[config.mk]
export PLATFORM = sky130hd
export DESIGN_NAME = clk_div_multi
export DESIGN_NICKNAME = d
export VERILOG_FILES = /design/src/rtl/clk_div_pkg.sv /design/src/rtl/clk_div_chan.sv /design/src/rtl/clk_div_multi.sv
export SDC_FILE = /design/constraint.sdc
export NUM_CORES = 1
export LEC_CHECK = 0
export CELL_PAD_IN_SITES_DETAIL_PLACEMENT = 0
export CELL_PAD_IN_SITES_GLOBAL_PLACEMENT = 2
export CORE_MARGIN = 4
export CORE_UTILIZATION = 30
export DETAILED_ROUTE_END_ITERATION = 8
export PLACE_DENSITY = 0.69
export SLEW_MARGIN = 0
export SYNTH_ARGS = -nofsm -noshare
export SYNTH_HDL_FRONTEND = slang
export SYNTH_SLANG_ARGS = --single-unit
[constraint.sdc]
create_clock -name CLOCK -period 11.09 [get_ports CLOCK]
set_clock_uncertainty 0.2 [all_clocks]
set_input_delay 1.109 -clock CLOCK [delete_from_list [all_inputs] [get_ports CLOCK]]
set_output_delay 1.109 -clock CLOCK [all_outputs]
set_load 0.03 [all_outputs]
[src/rtl/clk_div_pkg.sv]
// Shared constants, types and helpers for the multi-channel clock divider.
package clk_div_pkg;

    localparam int unsigned CLK_DIV_MAX_CHANNELS = 16;
    localparam int unsigned CLK_DIV_MAX_WIDTH    = 64;

    typedef enum logic {
        StIdle,
        StPending
    } cfg_state_e;

    // A zero divisor would stall the channel, so it is treated as 1.
    function automatic logic [CLK_DIV_MAX_WIDTH-1:0] clamp_half(
        input logic [CLK_DIV_MAX_WIDTH-1:0] half
    );
        return (half == '0) ? CLK_DIV_MAX_WIDTH'(1) : half;
    endfunction

    function automatic int unsigned chan_idx_w(input int unsigned n);
        return (n <= 1) ? 1 : $clog2(n);
    endfunction

endpackage

[src/rtl/clk_div_chan.sv]
// One divider channel: half-period counter, divisor register, divided clock and tick.
module clk_div_chan
    import clk_div_pkg::*;
#(
    parameter int unsigned      WIDTH        = 32,
    parameter logic [WIDTH-1:0] DEFAULT_HALF = WIDTH'(25000)
) (
    input  logic             i_clk,
    input  logic             i_rst,
    input  logic             i_en,
    input  logic             i_sync,
    input  logic             i_load_req,
    input  logic [WIDTH-1:0] i_load_val,
    output logic             o_loaded,
    output logic             o_clk,
    output logic             o_tick
);

    logic [WIDTH-1:0] r_cnt;
    logic [WIDTH-1:0] r_half;
    logic             r_clk;
    logic             r_tick;
    logic [WIDTH-1:0] w_h;
    logic             w_term;

    assign w_h    = WIDTH'(clamp_half(CLK_DIV_MAX_WIDTH'(r_half)));
    // >= rather than == so a count left beyond a shrunken divisor still wraps.
    assign w_term = i_en && (r_cnt >= (w_h - WIDTH'(1)));

    // A pending divisor lands on the toggle edge, or at once when idle or re-phasing.
    assign o_loaded = i_load_req && (i_sync || !i_en || w_term);

    always_ff @(posedge i_clk or posedge i_rst) begin
        if (i_rst) begin
            r_cnt  <= '0;
            r_half <= DEFAULT_HALF;
            r_clk  <= 1'b0;
            r_tick <= 1'b0;
        end else begin
            if (o_loaded) begin
                r_half <= i_load_val;
            end
            if (i_sync) begin
                r_cnt  <= '0;
                r_clk  <= 1'b0;
                r_tick <= 1'b0;
            end else if (w_term) begin
                r_cnt  <= '0;
                r_clk  <= ~r_clk;
                r_tick <= ~r_clk;
            end else if (i_en) begin
                r_cnt  <= r_cnt + WIDTH'(1);
                r_tick <= 1'b0;
            end else begin
                r_tick <= 1'b0;
            end
        end
    end

    assign o_clk  = r_clk;
    assign o_tick = r_tick;

endmodule

[src/rtl/clk_div_multi.sv]
// Multi-channel programmable clock divider with a single-entry divisor update port.
module clk_div_multi
    import clk_div_pkg::*;
#(
    parameter int unsigned      CHANNELS     = 4,
    parameter int unsigned      WIDTH        = 32,
    parameter logic [WIDTH-1:0] DEFAULT_HALF = WIDTH'(25000)
) (
    input  logic                                CLOCK,
    input  logic                                RESET,
    input  logic [CHANNELS-1:0]                 en,
    input  logic                                sync,
    input  logic                                cfg_valid,
    output logic                                cfg_ready,
    input  logic [chan_idx_w(CHANNELS)-1:0]     cfg_chan,
    input  logic [WIDTH-1:0]                    cfg_half,
    output logic [CHANNELS-1:0]                 clk_out,
    output logic [CHANNELS-1:0]                 tick
);

    localparam int unsigned CW = chan_idx_w(CHANNELS);

    cfg_state_e          r_state;
    cfg_state_e          w_state_next;
    logic [WIDTH-1:0]    r_shadow;
    logic [CW-1:0]       r_chan;
    logic                w_accept;
    logic                w_in_range;
    logic                w_pending;
    logic [CHANNELS-1:0] w_load_req;
    logic [CHANNELS-1:0] w_loaded;

    assign w_in_range = (32'(cfg_chan) < CHANNELS);
    assign w_accept   = cfg_valid && cfg_ready;

    always_ff @(posedge CLOCK or posedge RESET) begin
        if (RESET) begin
            r_state <= StIdle;
        end else begin
            r_state <= w_state_next;
        end
    end

    always_comb begin
        w_state_next = r_state;
        unique case (r_state)
            StIdle:    if (w_accept && w_in_range) w_state_next = StPending;
            StPending: if (|w_loaded) w_state_next = StIdle;
            default:   w_state_next = StIdle;
        endcase
    end

    always_comb begin
        cfg_ready = (r_state == StIdle);
        w_pending = (r_state == StPending);
    end

    // Out-of-range channel requests are acknowledged but never captured.
    always_ff @(posedge CLOCK or posedge RESET) begin
        if (RESET) begin
            r_shadow <= '0;
            r_chan   <= '0;
        end else if (w_accept && w_in_range) begin
            r_shadow <= cfg_half;
            r_chan   <= cfg_chan;
        end
    end

    for (genvar g = 0; g < CHANNELS; g++) begin : g_chan
        assign w_load_req[g] = w_pending && (r_chan == CW'(g));

        clk_div_chan #(
            .WIDTH        (WIDTH),
            .DEFAULT_HALF (DEFAULT_HALF)
        ) u_chan (
            .i_clk      (CLOCK),
            .i_rst      (RESET),
            .i_en       (en[g]),
            .i_sync     (sync),
            .i_load_req (w_load_req[g]),
            .i_load_val (r_shadow),
            .o_loaded   (w_loaded[g]),
            .o_clk      (clk_out[g]),
            .o_tick     (tick[g])
        );
    end

endmodule

After elaboration in Yosys (flattened, before gate mapping)
Index checks and enable logic that the tools add are counted.
{ "word_totals": {"regBits": 299, "inputBits": 42, "out_inout_bits": 9, "wordCells": 113} }
{ "op_classes": {"n_addsub": 8, "order_cmp": 4, "eq_ne": 3, "muxes": 35, "bitwise_logic": 5, "n_reduce_logical": 39} }
{ "ops": {"columns": ["cell", "n"], "rows": [
  ["2-to-1 mux 32 bit", 16],
  ["adder 32 x 1 -> 32 bit (second input constant)", 4],
  [">= comparator 32 bit", 4],
  ["logical NOT 32 bit", 4],
  ["subtractor 32 x 1 -> 32 bit (second input constant)", 4],
  ["2-to-1 mux 1 bit", 18],
  ["logical AND 1 bit", 13],
  ["nonzero test 3 bit", 4],
  ["logical OR 1 bit", 8],
  ["nonzero test 2 bit", 4],
  ["NOT 1 bit", 5],
  ["equality test 2 bit (second input constant)", 2],
  ["logical NOT 1 bit", 4],
  ["OR reduction 4 bit", 1],
  ["equality test 2 x 1 -> 1 bit (second input constant)", 1],
  ["logical NOT 2 bit", 1],
  ["one-hot mux 1 bit (2 select lines)", 1]
]} }

Longest topological paths before layout
{ "depth": {"word_depth": 10, "depth_mapped": 23, "depth_no_buf": 20} }

Hierarchy
From an unflattened synthesis, not the netlist that was laid out.
{ "hier_totals": {"hier_cells": 2108, "area_unflattened_um2": 20342.0} }
{ "by_module_without_submodules": {"columns": ["module", "n_inst", "cells_each", "area_per_inst_um2", "seq_area_each_um2"], "rows": [
  ["clk_div_chan at g_chan[2].u_chan ...", 2, 506, 4720.8, 1659.1],
  ["clk_div_chan at g_chan[0].u_chan", 1, 511, 4728.3, 1659.1],
  ["clk_div_chan at g_chan[1].u_chan", 1, 502, 4679.5, 1659.1],
  ["clk_div_multi", 1, 83, 1492.7, 875.8]
]} }

Least setup slack after synthesis
OpenSTA, ideal clock, no wires.
{ "synth_timing": {"kind": "register -> register", "startpoint": "reg g_chan[2].u_chan.r_half[13]", "endpoint": "reg g_chan[2].u_chan.r_half[0]", "setup_ns": 0.125, "arrival_time_ns": 4.866, "t_required_ns": 10.765, "setup_slack_ns": 5.899, "path_stages_with_launch": 23, "n_path_buf": 2, "synth_period_minus_slack_ns": 5.191, "cell_sequence": "dfstp_2 > or4_1 > nor4_1 > nand4b_1 > nor2_1 > nor2_1 > ha_1 > nand2_1 > or3_1 > or2_2 > nor3_1 > nand3_1 > xor2_1 > ha_1 > nand4_1 > nor4_1 > o21ai_0 > a31oi_1 > or2_1 > buf_2 > nand4b_1 > clkbuf_1 > mux2_2"} }
{ "synth_between": {"elab_chain_len": 7} }
{ "synth_rtl": {"columns": ["element", "line", "text"], "rows": [
  ["start, declared", "clk_div_chan.sv:20", "logic [WIDTH-1:0] r_half;"],
  ["start signal, assigned", "clk_div_chan.sv:41", "r_half <= i_load_val;"],
  ["logical NOT 32 bit", "clk_div_pkg.sv:16", "return (half == '0) ? CLK_DIV_MAX_WIDTH'(1) : half;"],
  ["2-to-1 mux 32 bit (*)", "clk_div_pkg.sv:16", null],
  ["subtractor 32 x 1 -> 32 bit (*)", "clk_div_chan.sv:28", "assign w_term = i_en && (r_cnt >= (w_h - WIDTH'(1)));"],
  [">= comparator 32 bit (*)", "clk_div_chan.sv:28", null],
  ["logical AND 1 bit (*)", "clk_div_chan.sv:28", null],
  ["logical OR 1 bit (*)", "clk_div_chan.sv:31", "assign o_loaded = i_load_req && (i_sync || !i_en || w_term);"],
  ["logical AND 1 bit (*)", "clk_div_chan.sv:31", null]
]} }
Every way passes the cells marked *; elsewhere a longest branch is shown, timed or not.
A chain may end at the register's enable or synchronous reset.

Final worst setup path
{ "layout_timing": {"startpoint": "reg g_chan[2].u_chan.r_half[13]", "endpoint": "reg g_chan[2].u_chan.r_half[2]"} }
Same word-level chain as after synthesis.

==> metrics.csv <==
stage;metric;value;unit
outcome;status;completed;
power_and_ir_drop;Leak Pwr;8.66;nW
layout;most common cell after layout, fill and taps aside;dfrtp_1;
logic_synthesis;synthesized cell area;18600;um^2
placement;routability cong.;0.772;
clocking;clock slew at reported path FFs;60;ps
logic_synthesis;main area contributors after synthesis;dfrtp_1 37%, mux2_2 9.9%, ha_1 9.1%;
critical_path;CP required;11320;ps
route;via count;14200;
clocking;post_cts resized;0;
min_path;Hold Path End;g_chan[0].u_chan.o_tick;
critical_path;Critical Path Source Type;flop;
min_path;hold path start;g_chan[0].u_chan.o_clk;
clocking;CTS tree;built;
timing;post-route clock period utilization;58.3;%
global_route;global-route wire length before repair;81100;um
placement;port buffer count;50;
logic_synthesis;ys flop type;dfrtp_1;
timing;Relative slew margins;26.4;%
die;row count;91;
clocking;clk_lat worst skew;550;ps
die;die height;257;um
critical_path;CP max stage delay;690;ps
logic_synthesis;Mean Syn Cell Area;10.1;um^2
timing;Fin. Hold Viols;0;
clocking;root buffer cell;clkbuf_16;
global_route;vias in the first global route;14100;
route;Iteration-0 DRC Markers;690;
global_route;gr ovfl total;0;
timing;Fmax;0.155;GHz
global_route;initial antenna violation count;6;
logic_synthesis;Post-synth EDFFs;0;
power_and_ir_drop;PD cells;214;nW/um^2
min_path;Hold Path Cell Cnt;1;
route;Residual DRC;0;
die;core area;61600;um^2
logic_synthesis;post-synthesis sequential area ratio;40.3;%
die;initial core utilization;30.3;%
global_route;largest net degree at the start of global routing;161;
placement;detailed placement HPWL;35700;um
logic_synthesis;top-area cell type share of the netlist area;36.9;%
route;Vias per Instance;5.15;
critical_path;R2R depth;21;
timing;Least-Margin Pin Slew;1100;ps
critical_path;R2R setup slack;4620;ps
die;die width;257;um
clocking;total CTS buffers;37;
power_and_ir_drop;peak supply drop;0.000143;V
run;Max-Cap Viols;0;
critical_path;worst reg2reg endpoint;g_chan[2].u_chan.r_half[2];
logic_synthesis;Yosys warnings;0;
logic_synthesis;syn_nets;2031;
timing;fin. max-slew vios;0;
logic_synthesis;Yosys reg bits;299;
critical_path;Crit Path Class;flop to flop;
layout;most frequent cells in the layout;275 x dfrtp_1, 163 x mux2_2, 136 x ha_1, 121 x nand2_1, 102 x nor2_1;
die;Top Ports;51;
placement;area of placed instances;20000;um^2
clocking;H-tree Lvls;2;
min_path;Hold WC Path Type;flop to flop;
global_route;GRT Util Overall;15.2;%
clocking;CTS Buffer Depth;3;
clocking;setup bufs post-CTS;0;
power_and_ir_drop;Design Power;4.56;mW
placement;Placed Cells;2689;
critical_path;Worst Path Buf+Inv;1;
clocking;hold buffers post-CTS;0;
die;total die area;66200;um^2
layout;fin cells;2760;
critical_path;cells along the critical path;or4_1 -> nor4_1 -> nand4b_1 -> nor2_1 -> nor2_1 -> ha_1 -> nand2_1 -> or3_1 -> or2_2 -> nor3_1 -> nand3_1 -> xor2_1 -> ha_1 -> nand4_1 -> nor4_1 -> o21ai_0 -> a31oi_1 -> or2_1 -> nand4b_1 -> buf_4 -> mux2_2;
timing;Finish-stage setup viols;0;
layout;area delta synth->final;14.4;%
timing;Tmin final;6470;ps
logic_synthesis;Yosys cell types;80;
logic_synthesis;FFs w/ async S/R, synth;100;%
route;DRT Wirelength;50700;um
route;remaining antenna violation count;0;
logic_synthesis;top cell type by total area after synthesis;dfrtp_1;
route;first drt pass iteration count;7;
critical_path;slowest CP cell;nor3_1;
layout;post-route cell area;21300;um^2
critical_path;Crit path max-delay family;simple AND/OR/NAND/NOR gates;
critical_path;crit-path max FO;33;
critical_path;Crit path arrival time;6700;ps
clocking;# clock sinks;299;
layout;fin nets;2069;
route;drt wl/cell;18.4;um
critical_path;capturing element type of the critical path;flop;
layout;share of cells above drive strength 1;15.8;%
timing;Fin Hold WS;289;ps
timing;setup_tns;0;ps
critical_path;stages on the worst setup path;21;
logic_synthesis;cell count after synthesis;1853;
timing;RSZ-0062 raised after global routing;no;
critical_path;reg2reg start;g_chan[2].u_chan.r_half[13];
## worst max path at each step
stage                           startpoint                     endpoint  slack (ps)
4_1_cts        g_chan[2].u_chan.r_half[13]  g_chan[2].u_chan.r_half[12]        4630
6_report       g_chan[2].u_chan.r_half[13]   g_chan[2].u_chan.r_half[2]        4620
2_1_floorplan                        RESET       g_chan[0].u_chan.o_clk        1560
3_5_place_dp   g_chan[2].u_chan.r_half[13]   g_chan[2].u_chan.r_half[4]        4650
3_3_place_gp   g_chan[2].u_chan.r_half[13]   g_chan[2].u_chan.r_half[4]        4700
5_1_grt        g_chan[2].u_chan.r_half[13]   g_chan[2].u_chan.r_half[1]        4100
## synth_stat cells (26+ instances only)
master and instances:
dfrtp_1 275, mux2_2 163, a21oi_1 70, inv_1 59, nand2_1 121, xor2_1 52
ha_1 136, clkbuf_1 36, nand3_1 99, nor3_1 49, xnor2_1 78, a22o_1 26
a31oi_1 58, a21o_1 29, or3_1 26, nand4_1 46, nor4_1 43, and3_1 31
o21ai_0 67, nor2_1 104
## worst reg2reg max path, stage by stage, from the launching register on
cell	delay, ps
dfstp_2	590
or4_1	180
nor4_1	90
nand4b_1	250
nor2_1	130
nor2_1	180
ha_1	230
nand2_1	120
or3_1	430
or2_2	350
nor3_1	700
nand3_1	180
xor2_1	200
ha_1	290
nand4_1	140
nor4_1	320
o21ai_0	150
a31oi_1	440
or2_1	400
nand4b_1	150
buf_4	300
mux2_2	340
## logic make-up (layout without fill, tap and decap cells)
group	count (synthesis)	count (layout)	synth area share, %
buffers and inverters	130	194	3.20
muxes	184	184	11.0
AOI/OAI and AO/OA	326	326	11.6
adders and majority gates	136	136	9.13
other	0	6	0
DFF	299	299	40.3
and+or+nand+nor	648	648	18.7
xor gates and xnor gates	130	130	6.11
## where the power goes
part           switching, mW  total, mW  internal [mW]
sequential             0.535       1.97           1.44
combinational          0.579       1.27          0.693
clock                  0.502       1.31          0.810
total                   1.62       4.56           2.94
## flip-flops by register name (all words and copies together) (netlist names)
name                  cells
g_chan.u_chan.o_tick      4
r_chan                    2
g_chan.u_chan.r_cnt     128
r_shadow                 32
r_state                   1
g_chan.u_chan.r_half    128
g_chan.u_chan.o_clk       4
## cell type report
type	count	area (um^2)
clock inverters	19	289
flip-flops and latches	299	7510
clock buffers	46	1010
well taps	837	1050
inverters	59	229
multi-input cells	1424	10600
diodes	6	15.0
repair buffers	70	663
fillers	6201	40300
## per-layer routing
metal | vias up | GRT usage, % | wire [um]
met5 | - | 0 | 0
met4 | 0 | 3.23 | 808
met3 | 57 | 2.52 | 2130
met2 | 205 | 24.2 | 22700
met1 | 6980 | 21.8 | 25100
li1 | 6962 | - | -
## per-stage QoR
stage / worst slack (ps) / utilization, %
2_1_floorplan: 1560 / -
5_1_grt: 4100 / 34.6
4_1_cts: 4630 / 34.6
3_5_place_dp: 4650 / 32.5
6_report: 4620 / 34.6
3_3_place_gp: 4700 / 32.5
Power figures use the tool's default switching activity.
